File: src/rtl/opb_slave_pkg.sv
// Shared definitions for the OPB slave blocks.
// Bus vectors are held MSB-at-[31]: vector bit 31 carries OPB bit 0, and
// byte-enable bit 3 carries OPB_BE[0], which covers the most significant byte.
package opb_slave_pkg;

  localparam int unsigned OpbAw  = 32;
  localparam int unsigned OpbDw  = 32;
  localparam int unsigned OpbBeW = OpbDw / 8;

  typedef enum logic [1:0] {
    StIdle = 2'd0,
    StAck  = 2'd1,
    StHold = 2'd2
  } opb_state_e;

  // Replace each byte lane of old_w whose enable is set with the lane from new_w.
  function automatic logic [OpbDw-1:0] be_merge(input logic [OpbDw-1:0]  old_w,
                                                input logic [OpbDw-1:0]  new_w,
                                                input logic [OpbBeW-1:0] be);
    logic [OpbDw-1:0] merged;
    merged = old_w;
    for (int i = 0; i < int'(OpbBeW); i++) begin
      if (be[i]) merged[8*i +: 8] = new_w[8*i +: 8];
    end
    return merged;
  endfunction

  // Maps between an OPB-indexed [0:31] view and a [31:0] view, for slaves that
  // keep vectors in OPB bit numbering.
  function automatic logic [OpbDw-1:0] bit_reverse(input logic [OpbDw-1:0] w);
    logic [OpbDw-1:0] r;
    for (int i = 0; i < int'(OpbDw); i++) begin
      r[i] = w[OpbDw-1-i];
    end
    return r;
  endfunction

endpackage

File: src/rtl/opb_register_ppc2simulink_if.sv
// OPB slave-side bus bundle.
//   master modport: drives address/data/control, receives slave responses.
//   slave  modport: receives address/data/control, drives Sl_* responses.
// OPB_ABus/OPB_DBus/Sl_DBus: bit 31 = OPB bit 0 (MSB). OPB_BE: bit 3 = OPB_BE[0].
interface opb_register_ppc2simulink_if;
  import opb_slave_pkg::*;

  logic [OpbAw-1:0]  OPB_ABus;
  logic [OpbBeW-1:0] OPB_BE;
  logic [OpbDw-1:0]  OPB_DBus;
  logic              OPB_RNW;
  logic              OPB_select;
  logic              OPB_seqAddr;
  logic [OpbDw-1:0]  Sl_DBus;
  logic              Sl_errAck;
  logic              Sl_retry;
  logic              Sl_toutSup;
  logic              Sl_xferAck;

  modport master (
    output OPB_ABus, OPB_BE, OPB_DBus, OPB_RNW, OPB_select, OPB_seqAddr,
    input  Sl_DBus, Sl_errAck, Sl_retry, Sl_toutSup, Sl_xferAck
  );

  modport slave (
    input  OPB_ABus, OPB_BE, OPB_DBus, OPB_RNW, OPB_select, OPB_seqAddr,
    output Sl_DBus, Sl_errAck, Sl_retry, Sl_toutSup, Sl_xferAck
  );

endinterface

File: src/rtl/opb_slave_addr_decode.sv
// Combinational OPB window decode: hit when select is high and the address lies
// in [C_BASEADDR, C_HIGHADDR] inclusive, compared as unsigned values.
//   i_addr   : OPB address
//   i_select : OPB_select
//   o_hit    : address hit qualified by select
module opb_slave_addr_decode #(
  parameter logic [31:0] C_BASEADDR = 32'h0101_3200,
  parameter logic [31:0] C_HIGHADDR = 32'h0101_32FF,
  parameter int unsigned C_AWIDTH   = 32
) (
  input  logic [C_AWIDTH-1:0] i_addr,
  input  logic                i_select,
  output logic                o_hit
);

  localparam logic [C_AWIDTH-1:0] Base = C_BASEADDR[C_AWIDTH-1:0];
  localparam logic [C_AWIDTH-1:0] High = C_HIGHADDR[C_AWIDTH-1:0];

  assign o_hit = i_select && (i_addr >= Base) && (i_addr <= High);

endmodule

File: src/rtl/opb_register_ppc2simulink.sv
// OPB slave register written by the PowerPC and presented to fabric user logic.
// Readable over OPB. One transfer per select assertion: IDLE -> ACK -> HOLD.
//   OPB_Clk, OPB_Rst_n : clock, asynchronous active-low reset
//   opb                : OPB slave bundle (address/data/control in, Sl_* out)
//   user_data_out      : register contents ([31] = OPB_DBus bit 0)
//   user_data_valid    : one-cycle pulse in the ack cycle of a write with BE != 0
module opb_register_ppc2simulink
  import opb_slave_pkg::*;
#(
  parameter logic [31:0] C_BASEADDR    = 32'h0101_3200,
  parameter logic [31:0] C_HIGHADDR    = 32'h0101_32FF,
  parameter int unsigned C_OPB_AWIDTH  = 32,
  parameter int unsigned C_OPB_DWIDTH  = 32,
  parameter string       C_FAMILY      = "virtex5",
  parameter logic [31:0] C_RESET_VALUE = 32'h0000_0000
) (
  input  logic                          OPB_Clk,
  input  logic                          OPB_Rst_n,
  opb_register_ppc2simulink_if.slave    opb,
  output logic [31:0]                   user_data_out,
  output logic                          user_data_valid
);

  opb_state_e       r_state, w_state_next;
  logic [OpbDw-1:0] r_data, w_data_next;
  logic [OpbDw-1:0] r_dbus, w_dbus_next;
  logic             r_valid, w_valid_next;
  logic             w_hit;

  // Family and data-width parameters are informational; seqAddr is ignored.
  logic w_unused;
  assign w_unused = ^{opb.OPB_seqAddr, (C_FAMILY == "virtex5"), (C_OPB_DWIDTH == OpbDw)};

  opb_slave_addr_decode #(
    .C_BASEADDR (C_BASEADDR),
    .C_HIGHADDR (C_HIGHADDR),
    .C_AWIDTH   (C_OPB_AWIDTH)
  ) u_decode (
    .i_addr   (opb.OPB_ABus),
    .i_select (opb.OPB_select),
    .o_hit    (w_hit)
  );

  always_comb begin
    w_state_next = r_state;
    w_data_next  = r_data;
    w_dbus_next  = '0;     // read data is only non-zero for the ack cycle
    w_valid_next = 1'b0;
    unique case (r_state)
      StIdle: begin
        if (w_hit) begin
          w_state_next = StAck;
          if (opb.OPB_RNW) begin
            w_dbus_next = r_data;
          end else begin
            w_data_next  = be_merge(r_data, opb.OPB_DBus, opb.OPB_BE);
            w_valid_next = |opb.OPB_BE;
          end
        end
      end
      StAck: begin
        w_state_next = StHold;
      end
      StHold: begin
        // Wait for the master to release select so one assertion gives one ack.
        if (!opb.OPB_select) w_state_next = StIdle;
      end
      default: begin
        w_state_next = StIdle;
      end
    endcase
  end

  always_ff @(posedge OPB_Clk or negedge OPB_Rst_n) begin
    if (!OPB_Rst_n) begin
      r_state <= StIdle;
      r_data  <= C_RESET_VALUE;
      r_dbus  <= '0;
      r_valid <= 1'b0;
    end else begin
      r_state <= w_state_next;
      r_data  <= w_data_next;
      r_dbus  <= w_dbus_next;
      r_valid <= w_valid_next;
    end
  end

  assign opb.Sl_DBus    = r_dbus;
  assign opb.Sl_xferAck = (r_state == StAck);
  assign opb.Sl_errAck  = 1'b0;
  assign opb.Sl_retry   = 1'b0;
  assign opb.Sl_toutSup = 1'b0;

  assign user_data_out   = r_data;
  assign user_data_valid = r_valid;

endmodule

File: src/flat_wrapper.sv
// flat-port wrapper written by rule: the top's interface ports become plain ports
module opb_register_ppc2simulink_flat import opb_slave_pkg::*;
#(
  parameter logic [31:0] C_BASEADDR    = 32'h0101_3200,
  parameter logic [31:0] C_HIGHADDR    = 32'h0101_32FF,
  parameter int unsigned C_OPB_AWIDTH  = 32,
  parameter int unsigned C_OPB_DWIDTH  = 32,
  parameter string       C_FAMILY      = "       ",
  parameter logic [31:0] C_RESET_VALUE = 32'h0000_0000
)
  (OPB_Clk, OPB_Rst_n, user_data_out, user_data_valid, opb_OPB_ABus, opb_OPB_BE, opb_OPB_DBus, opb_OPB_RNW, opb_OPB_select, opb_OPB_seqAddr, opb_Sl_DBus, opb_Sl_errAck, opb_Sl_retry, opb_Sl_toutSup, opb_Sl_xferAck);
  opb_register_ppc2simulink_if opb_i ();
  input  logic OPB_Clk;
  input  logic OPB_Rst_n;
  output logic [31:0] user_data_out;
  output logic user_data_valid;
  input wire logic [$bits(opb_i.OPB_ABus)-1:0] opb_OPB_ABus;
  input wire logic [$bits(opb_i.OPB_BE)-1:0] opb_OPB_BE;
  input wire logic [$bits(opb_i.OPB_DBus)-1:0] opb_OPB_DBus;
  input wire logic [$bits(opb_i.OPB_RNW)-1:0] opb_OPB_RNW;
  input wire logic [$bits(opb_i.OPB_select)-1:0] opb_OPB_select;
  input wire logic [$bits(opb_i.OPB_seqAddr)-1:0] opb_OPB_seqAddr;
  output wire logic [$bits(opb_i.Sl_DBus)-1:0] opb_Sl_DBus;
  output wire logic [$bits(opb_i.Sl_errAck)-1:0] opb_Sl_errAck;
  output wire logic [$bits(opb_i.Sl_retry)-1:0] opb_Sl_retry;
  output wire logic [$bits(opb_i.Sl_toutSup)-1:0] opb_Sl_toutSup;
  output wire logic [$bits(opb_i.Sl_xferAck)-1:0] opb_Sl_xferAck;
  assign opb_i.OPB_ABus = opb_OPB_ABus;
  assign opb_i.OPB_BE = opb_OPB_BE;
  assign opb_i.OPB_DBus = opb_OPB_DBus;
  assign opb_i.OPB_RNW = opb_OPB_RNW;
  assign opb_i.OPB_select = opb_OPB_select;
  assign opb_i.OPB_seqAddr = opb_OPB_seqAddr;
  assign opb_Sl_DBus = opb_i.Sl_DBus;
  assign opb_Sl_errAck = opb_i.Sl_errAck;
  assign opb_Sl_retry = opb_i.Sl_retry;
  assign opb_Sl_toutSup = opb_i.Sl_toutSup;
  assign opb_Sl_xferAck = opb_i.Sl_xferAck;
  opb_register_ppc2simulink #(.C_BASEADDR(C_BASEADDR), .C_HIGHADDR(C_HIGHADDR), .C_OPB_AWIDTH(C_OPB_AWIDTH), .C_OPB_DWIDTH(C_OPB_DWIDTH), .C_FAMILY(C_FAMILY), .C_RESET_VALUE(C_RESET_VALUE)) u_core (.OPB_Clk(OPB_Clk), .OPB_Rst_n(OPB_Rst_n), .opb(opb_i), .user_data_out(user_data_out), .user_data_valid(user_data_valid));
endmodule
File: config.mk
export PLATFORM = sky130hd
export DESIGN_NAME = opb_register_ppc2simulink_flat
export DESIGN_NICKNAME = d
export VERILOG_FILES = /design/src/rtl/opb_slave_pkg.sv /design/src/rtl/opb_register_ppc2simulink_if.sv /design/src/rtl/opb_slave_addr_decode.sv /design/src/rtl/opb_register_ppc2simulink.sv /design/src/flat_wrapper.sv
export SDC_FILE = /design/constraint.sdc
export NUM_CORES = 1
export LEC_CHECK = 0
export BUFFER_PORTS_ARGS = -buffer_cell sky130_fd_sc_hd__buf_2
export CAP_MARGIN = 10
export CORE_MARGIN = 2
export CORE_UTILIZATION = 37
export CTS_CLUSTER_DIAMETER = 40
export DETAILED_ROUTE_END_ITERATION = 8
export PLACE_DENSITY_LB_ADDON = 0.05
export SLEW_MARGIN = 5
export SYNTH_ARGS = -nofsm -noshare
export SYNTH_HDL_FRONTEND = slang
export SYNTH_SLANG_ARGS = --single-unit
File: constraint.sdc
create_clock -name OPB_Clk -period 3.8 [get_ports OPB_Clk]
set_input_delay 0.38 -clock OPB_Clk [delete_from_list [all_inputs] [get_ports OPB_Clk]]
set_output_delay 0.38 -clock OPB_Clk [all_outputs]
set_load 0.05 [all_outputs]
==> qor.txt, run 1 <==
reg-to-reg endpoint: u_core.user_data_out[4]
Slew @ Worst Pin: 0.835 ns
status: complete, no violations
DIE AREA: 7450 sq um
via count: 1731
Final nets: 375
Clk Tree Root Cell: clkbuf_8
clock buffer depth: 2
Synth Area in Compound Gates: 0
post-synthesis cell type count: 19
GPL Wtd Cong: 0.675
combinational share of power: 0.039
Hold Path Class: in -> async
register area share after synthesis: 0.669
Tot GR Track Use: 0.150
initial DRC count: 25
Sequential Power Share: 0.471
first-pass GRT wire length: 8.40 mm
Die Wd: 86.3 um
die height: 86.3 um
fmax: 454 MHz
pre-CTS setup slack: 1.37 ns
skew final: 0.00624 ns
Core Area: 6460 sq um
largest net degree at the start of global routing: 39
Slowest-stage cell, CP: nor4_4
Post-Syn Area: 2510 sq um
commonest cells after routing, fill and taps aside: buf_2, dfrtp_1, and2_1, mux2_2, clkbuf_8
CP Class: reg -> reg
layout cell share with drive strength beyond 1: 0.616
CTS tree: done
Clock Sinks: 67
H-tree level count: 3
WL/cell: 13.8 um
Clk pwr share: 0.490
max incr delay on CP: 0.65 ns
WP data arrival: 2.41 ns
total gr overflow: 0
CP Launch Point: u_core.r_state[0]
fin crit share: 0.580
cell family with most CP delay: simple AND/OR/NAND/NOR gates
initial antenna violation count: 0
port buffer count: 129
# hold bufs at CTS: 0
max_slew headroom: 0.443
crit start category: register
maximum VDD drop: 0.187 mV
Hold WS: 0.153 ns
synthesized netlist cell count: 164
ANT nets after route: 0
Synth Register Bits: 67
mux contribution to synthesized area: 0.144
Initial Util: 0.388
XOR/XNOR Fraction of Synth Area: 0
most common cell after layout, fill and taps aside: buf_2
max-cap violation count: 0
Area Growth Syn to Fin: 39.9%
Simple-Gate Fraction of Synth Area: 0.163
clk_lat worst skew: 0.33 ns
DRC Markers: 0
unrepaired setup endpoints after global routing: no
Reg2Reg Depth: 4
TritonCTS buffer count: 9
crit path cell chain: and4bb_2, nand4_2, nor4_4, mux2_2
final hold violations: 0
# IOs: 142
Avg Vias per Cell: 4.51
antenna cells: 0
CP max FO: 8
vias in the first global route: 1692
Avg Cell Area, Syn: 15.3 sq um
fillers: 566
worst r2r src: u_core.r_state[0]
Post-Route WL: 5.29 mm
Final min period: 2.20 ns
Pwr Total: 1.51 mW
Final WS setup: 1.60 ns
flop-to-flop setup slack: 1.60 ns
warnings from Yosys: 0
sw frac: 0.189
Cell Rows: 29
WP depth: 4
largest family of logic cells by synthesized area: simple AND/OR/NAND/NOR gates
Slew Limit Fails: 0
Post-Synth Adder-Cell Area: 0
critical path endpoint category: register
Buf+Inv Stages, Crit Path: 0
Pre-Repair DR Iteration Count: 3
WP data required: 4.01 ns
static leakage: 2.05 nW
post-route setup TNS: 0 ns
clk slew on worst S/H paths: 0.07 ns
# setup viols final: 0
PD cells: 432 nW/um^2
Setup crit end: u_core.user_data_out[4]
net switching power: 286 uW
Pint: 1.23 mW
detailed placement HPWL: 3.87 mm
CTS resizes: 0
post-CTS setup buffers: 0
-- power by group through the flow --
| stage | clock network [mW] | registers [mW] | logic (mW) |
|---|---|---|---|
| 2_1_floorplan | 0 | 0.727 | 0.0166 |
| 3_5_place_dp | 0 | 0.726 | 0.0611 |
| 6_report | 0.742 | 0.713 | 0.0595 |
| 4_1_cts | 0.765 | 0.713 | 0.0613 |
| 3_3_place_gp | 0 | 0.726 | 0.0607 |
| 5_1_grt | 0.795 | 0.712 | 0.0669 |
-- per-stage QoR --
stage / cell area [sq um] / instances / utilization
final: 3510 / 384 / 0.543
after global routing: 3510 / 384 / 0.543
after CTS: 3510 / 384 / 0.543
after detailed placement: 3250 / 368 / 0.503
after global placement: 3250 / 368 / 0.503
after floorplan: 2510 / 166 / -
-- Yosys cell counts --
| master | count | area (sq um) |
|---|---|---|
| nor3_1 | 2 | 10.0 |
| dfrtp_1 | 67 | 1680 |
| mux2_2 | 32 | 360 |
| nor4_4 | 4 | 85.1 |
| nand3_2 | 1 | 10.0 |
| inv_1 | 5 | 18.8 |
| nand2b_1 | 1 | 6.26 |
| nor4_1 | 4 | 25.0 |
| buf_1 | 1 | 3.75 |
| conb_1 | 1 | 3.75 |
| buf_4 | 3 | 22.5 |
| clkbuf_1 | 3 | 11.3 |
| and4bb_2 | 2 | 25.0 |
| nand3b_1 | 1 | 7.51 |
| nor2b_1 | 1 | 6.26 |
| nor4b_1 | 2 | 17.5 |
| and2_1 | 32 | 200 |
| nand4_2 | 1 | 12.5 |
| nor2_1 | 1 | 3.75 |
-- worst min path at each step --
stage,cells after the start,to,slack [ns],start
detailed placement,1,u_core.opb.Sl_DBus[22],0.48,u_core.user_data_out[22]
floorplan,0,u_core.opb.Sl_DBus[0],0.08,OPB_Rst_n
CTS,1,u_core.user_data_out[1],0.16,OPB_Rst_n
global placement,1,u_core.opb.Sl_DBus[5],0.48,u_core.user_data_out[5]
global route,1,u_core.user_data_valid,0.20,OPB_Rst_n
finish,1,u_core.user_data_out[1],0.15,OPB_Rst_n
-- cells by family (layout without fill, tap and decap cells) --
| logic type | Yosys count | count (layout) |
|---|---|---|
| DFF | 67 | 67 |
| and+or+nand+nor | 52 | 52 |
| other | 1 | 3 |
| muxes | 32 | 32 |
| buffers and inverters | 12 | 153 |
-- layout make-up --
cell class	count	area (sq um)	share of cell area
multi-input cells	87	786	0.224
repair buffers	132	668	0.191
well taps	77	96.3	0.0275
flip-flops and latches	67	1680	0.478
inverters	5	18.8	0.00535
clock inverters	4	95.1	0.0271
clock buffers	12	165	0.0471
-- worst register-to-register path: stages, from the launching register on --
cell	delay [ns]
dfrtp_1	0.39
and4bb_2	0.30
nand4_2	0.33
nor4_4	0.65
mux2_2	0.41
-- per-layer routing --
layer	up-vias	track usage	share of wire
met2	70	0.232	0.50
met1	829	0.178	0.41
met5	-	0	0
met4	0	0.0852	0.012
met3	6	0.0619	0.081
li1	826	-	-
-- state kept, by name (all words and copies together) (netlist names) --
signal / cells
u_core.opb.Sl_DBus: 32
u_core.user_data_out: 32
u_core.r_state: 2
u_core.user_data_valid: 1
Note: power is estimated with default switching activity, not from simulation.
==> run 2, diff against run 1 <==
- ABC_AREA: not set -> 1
- clock period: 3.8 -> 2 ns (I/O delays scaled with it)
==> run 2 against run 1 <==
Wire length up 27%. Critical endpoint is now u_core.user_data_out[28]. Global-route usage up 1.6 points. Synthesized area up 19%. Worst setup slack worse by 1.2 ns. Sequential power up 91%. Count of clock-buffer cells in the layout down 1.
==> qor.txt, run 2 <==
status: complete, no violations
CTS tree: done
Reg2Reg Depth: 8 (+4)
WP data arrival: 1.81 ns (-0.60 ns)
Die Wd: 93.7 um (+8.5%)
Tot GR Track Use: 0.166 (+0.0159)
largest cells by area after synthesis: dfrtp_1, nor2_4, nand2_1
Non-Filler Instances: 555 (+45%)
initial DRC count: 46 (+84%)
leading area contributor after synthesis: dfrtp_1
worst r2r src: u_core.r_state[1]
Area Growth Syn to Fin: 32.9%
Avg Cell Area, Syn: 9.60 sq um (-37%)
Core Area: 7770 sq um (+20%)
cell area after layout: 3960 sq um (+13%)
maximum VDD drop: 0.330 mV (+77%)
CP max FO: 8 (unchanged)
CP Class: reg -> reg
combinational share of power: 0.055 (+0.016)
Pwr Total: 2.71 mW (+79%)
hold path depth: 3
count leader, synth: nand2_1
Initial Util: 0.383 (-0.00497)
Worst Hold Path EP: u_core.user_data_out[5]
Cell Rows: 32 (+10%)
CP Launch Point: u_core.r_state[1]
post-CTS setup buffers: 0 (unchanged)
synthesized netlist cell count: 310 (+89%)
Synth Register Bits: 67 (unchanged)
Sequential Power Share: 0.501 (+0.030)
Simple-Gate Fraction of Synth Area: 0.332 (+0.169)
final core utilization: 0.509 (-0.0336)
CTS resizes: 0 (unchanged)
post-synthesis cell type count: 18 (-1)
TritonCTS buffer count: 9 (unchanged)
warnings from Yosys: 0 (unchanged)
Post-Place Cell Area: 3740 sq um (+15%)
register area share after synthesis: 0.563 (-0.105)
total gr overflow: 0 (unchanged)
largest family of logic cells by synthesized area: simple AND/OR/NAND/NOR gates
Pre-Repair DR Iteration Count: 4 (+1)
most common cell after layout, fill and taps aside: buf_2
sw frac: 0.220 (+0.0308)
Hold Path Class: in -> reg
unrepaired setup endpoints after global routing: no
antenna cells: 0 (unchanged)
DRC Markers: 0 (unchanged)
via count: 2360 (+36%)
Placed Cells: 538 (+46%)
detailed placement HPWL: 4.72 mm (+22%)
Hold WS: 0.0925 ns (-0.0606 ns)
net switching power: 596 uW (+110%)
commonest cells after routing, fill and taps aside: buf_2, nand2_1, dfrtp_1, inv_1, nand3_1
ANT nets after route: 0 (unchanged)
vias in the first global route: 2372 (+40%)
fin crit share: 0.797 (+0.218)
Avg Vias per Cell: 4.25 (-5.7%)
Pint: 2.12 mW (+72%)
Clock Sinks: 67 (unchanged)
Final min period: 1.59 ns (-0.608 ns)
flop-to-flop setup slack: 0.41 ns (-1.19 ns)
first-pass GRT wire length: 11.3 mm (+34%)
DIE AREA: 8780 sq um (+18%)
WL/cell: 12.1 um (-12%)
most common flop cell mapped by yosys: dfrtp_1
fillers: 810 (+43%)
post-route setup TNS: 0 ns (unchanged)
max-cap violation count: 0 (unchanged)
clk_lat worst skew: 0.33 ns (about the same)
layout cell share with drive strength beyond 1: 0.419 (-0.196)
XOR/XNOR Fraction of Synth Area: 0 (unchanged)
static leakage: 2.23 nW (+8.7%)
final hold violations: 0 (unchanged)
die height: 93.7 um (+8.5%)
Async SR Flop Fraction: 1.00 (unchanged)
clk slew on worst S/H paths: 0.08 ns (about the same)
Clk Tree Root Cell: clkbuf_8
PD cells: 686 nW/um^2 (+59%)
clock buffer depth: 2 (unchanged)
Post-Syn Area: 2980 sq um (+19%)
GPL Wtd Cong: 0.699 (+3.6%)
Post-Synth Adder-Cell Area: 0 (unchanged)
skew final: 0.0121 ns (+0.00591 ns)
Slew Limit Fails: 0 (unchanged)
pre-CTS setup slack: 0.383 ns (-0.988 ns)
area fraction of the dominant cell type after synthesis: 0.563 (-0.105)
Synth Area in Compound Gates: 0.00168 (+0.00168)
worst hold start: opb_OPB_DBus[5]
port buffer count: 129 (unchanged)
synth cell count leaders: nand2_1, dfrtp_1, inv_1, nand3_1, nor2_4
H-tree level count: 3 (unchanged)
fmax: 627 MHz (+38%)
crit start category: register
critical path endpoint category: register
WP data required: 2.21 ns (-1.80 ns)
# setup viols final: 0 (unchanged)
Clk pwr share: 0.444 (-0.046)
largest net degree at the start of global routing: 68 (+74%)
Post-Route WL: 6.74 mm (+27%)
Post-synth EDFFs: 0 (unchanged)
mux contribution to synthesized area: 0 (-0.144)
reg-to-reg endpoint: u_core.user_data_out[28]
initial antenna violation count: 0 (unchanged)
# IOs: 142 (unchanged)
Final nets: 521 (+39%)
Final WS setup: 0.405 ns (-1.19 ns)
==> run 2: worst max-delay path by stage <==
stage	endpoint	slack [ns]	cells past startpoint
after floorplan	u_core.opb.Sl_DBus[10]	0.73	8
after detailed placement	u_core.user_data_out[26]	0.38	8
after global placement	u_core.user_data_out[27]	0.40	8
after CTS	u_core.user_data_out[28]	0.35	8
final	u_core.user_data_out[28]	0.41	8
after global routing	u_core.user_data_out[28]	0.15	8
==> run 2: worst max-delay path, cell delays in order, from the launching register on <==
cell and delay [ns]:
dfrtp_1 0.41, nor2_2 0.13, nand2_1 0.08, inv_1 0.05, nand2_1 0.05, nor2_2 0.20, nand3_1 0.33, nand2_1 0.14
nand2_1 0.06
==> run 2: final cells by class <==
cell class                 instances  area, sq um  area share
sequential                        67         1680       0.424
multi-input combinational        180         1000       0.254
timing repair buffer             135          731       0.185
tap                              102          128      0.0323
inverter                          55          206      0.0522
clock buffer                      11          131      0.0332
clock inverter                     5         77.6      0.0196
==> run 2: logic make-up after synthesis <==
family | Yosys count
compound gates | 1
buf+inv | 65
flops | 67
other cells | 1
simple gates | 176
==> run 2: per-layer routing <==
metal  vias up  global-route usage  part of all wire
li1       1191                   -                 -
met1      1081               0.214              0.46
met2        82               0.271              0.47
met3         6              0.0353             0.059
met4         0              0.0725             0.012
met5         -                   0                 0
==> run 2: timing repair <==
item,CTS,global route
hold buffers,1,0
setup endpoints to repair,0,0
hold endpoints to repair,67,0
==> run 2: power by group through the flow <==
| stage | combinational, mW | sequential [mW] | clock (mW) |
|---|---|---|---|
| detailed placement | 0.153 | 1.38 | 0 |
| global route | 0.173 | 1.36 | 1.31 |
| floorplan | 0.0516 | 1.38 | 0 |
| global placement | 0.151 | 1.38 | 0 |
| CTS | 0.154 | 1.36 | 1.25 |
| finish | 0.151 | 1.36 | 1.20 |
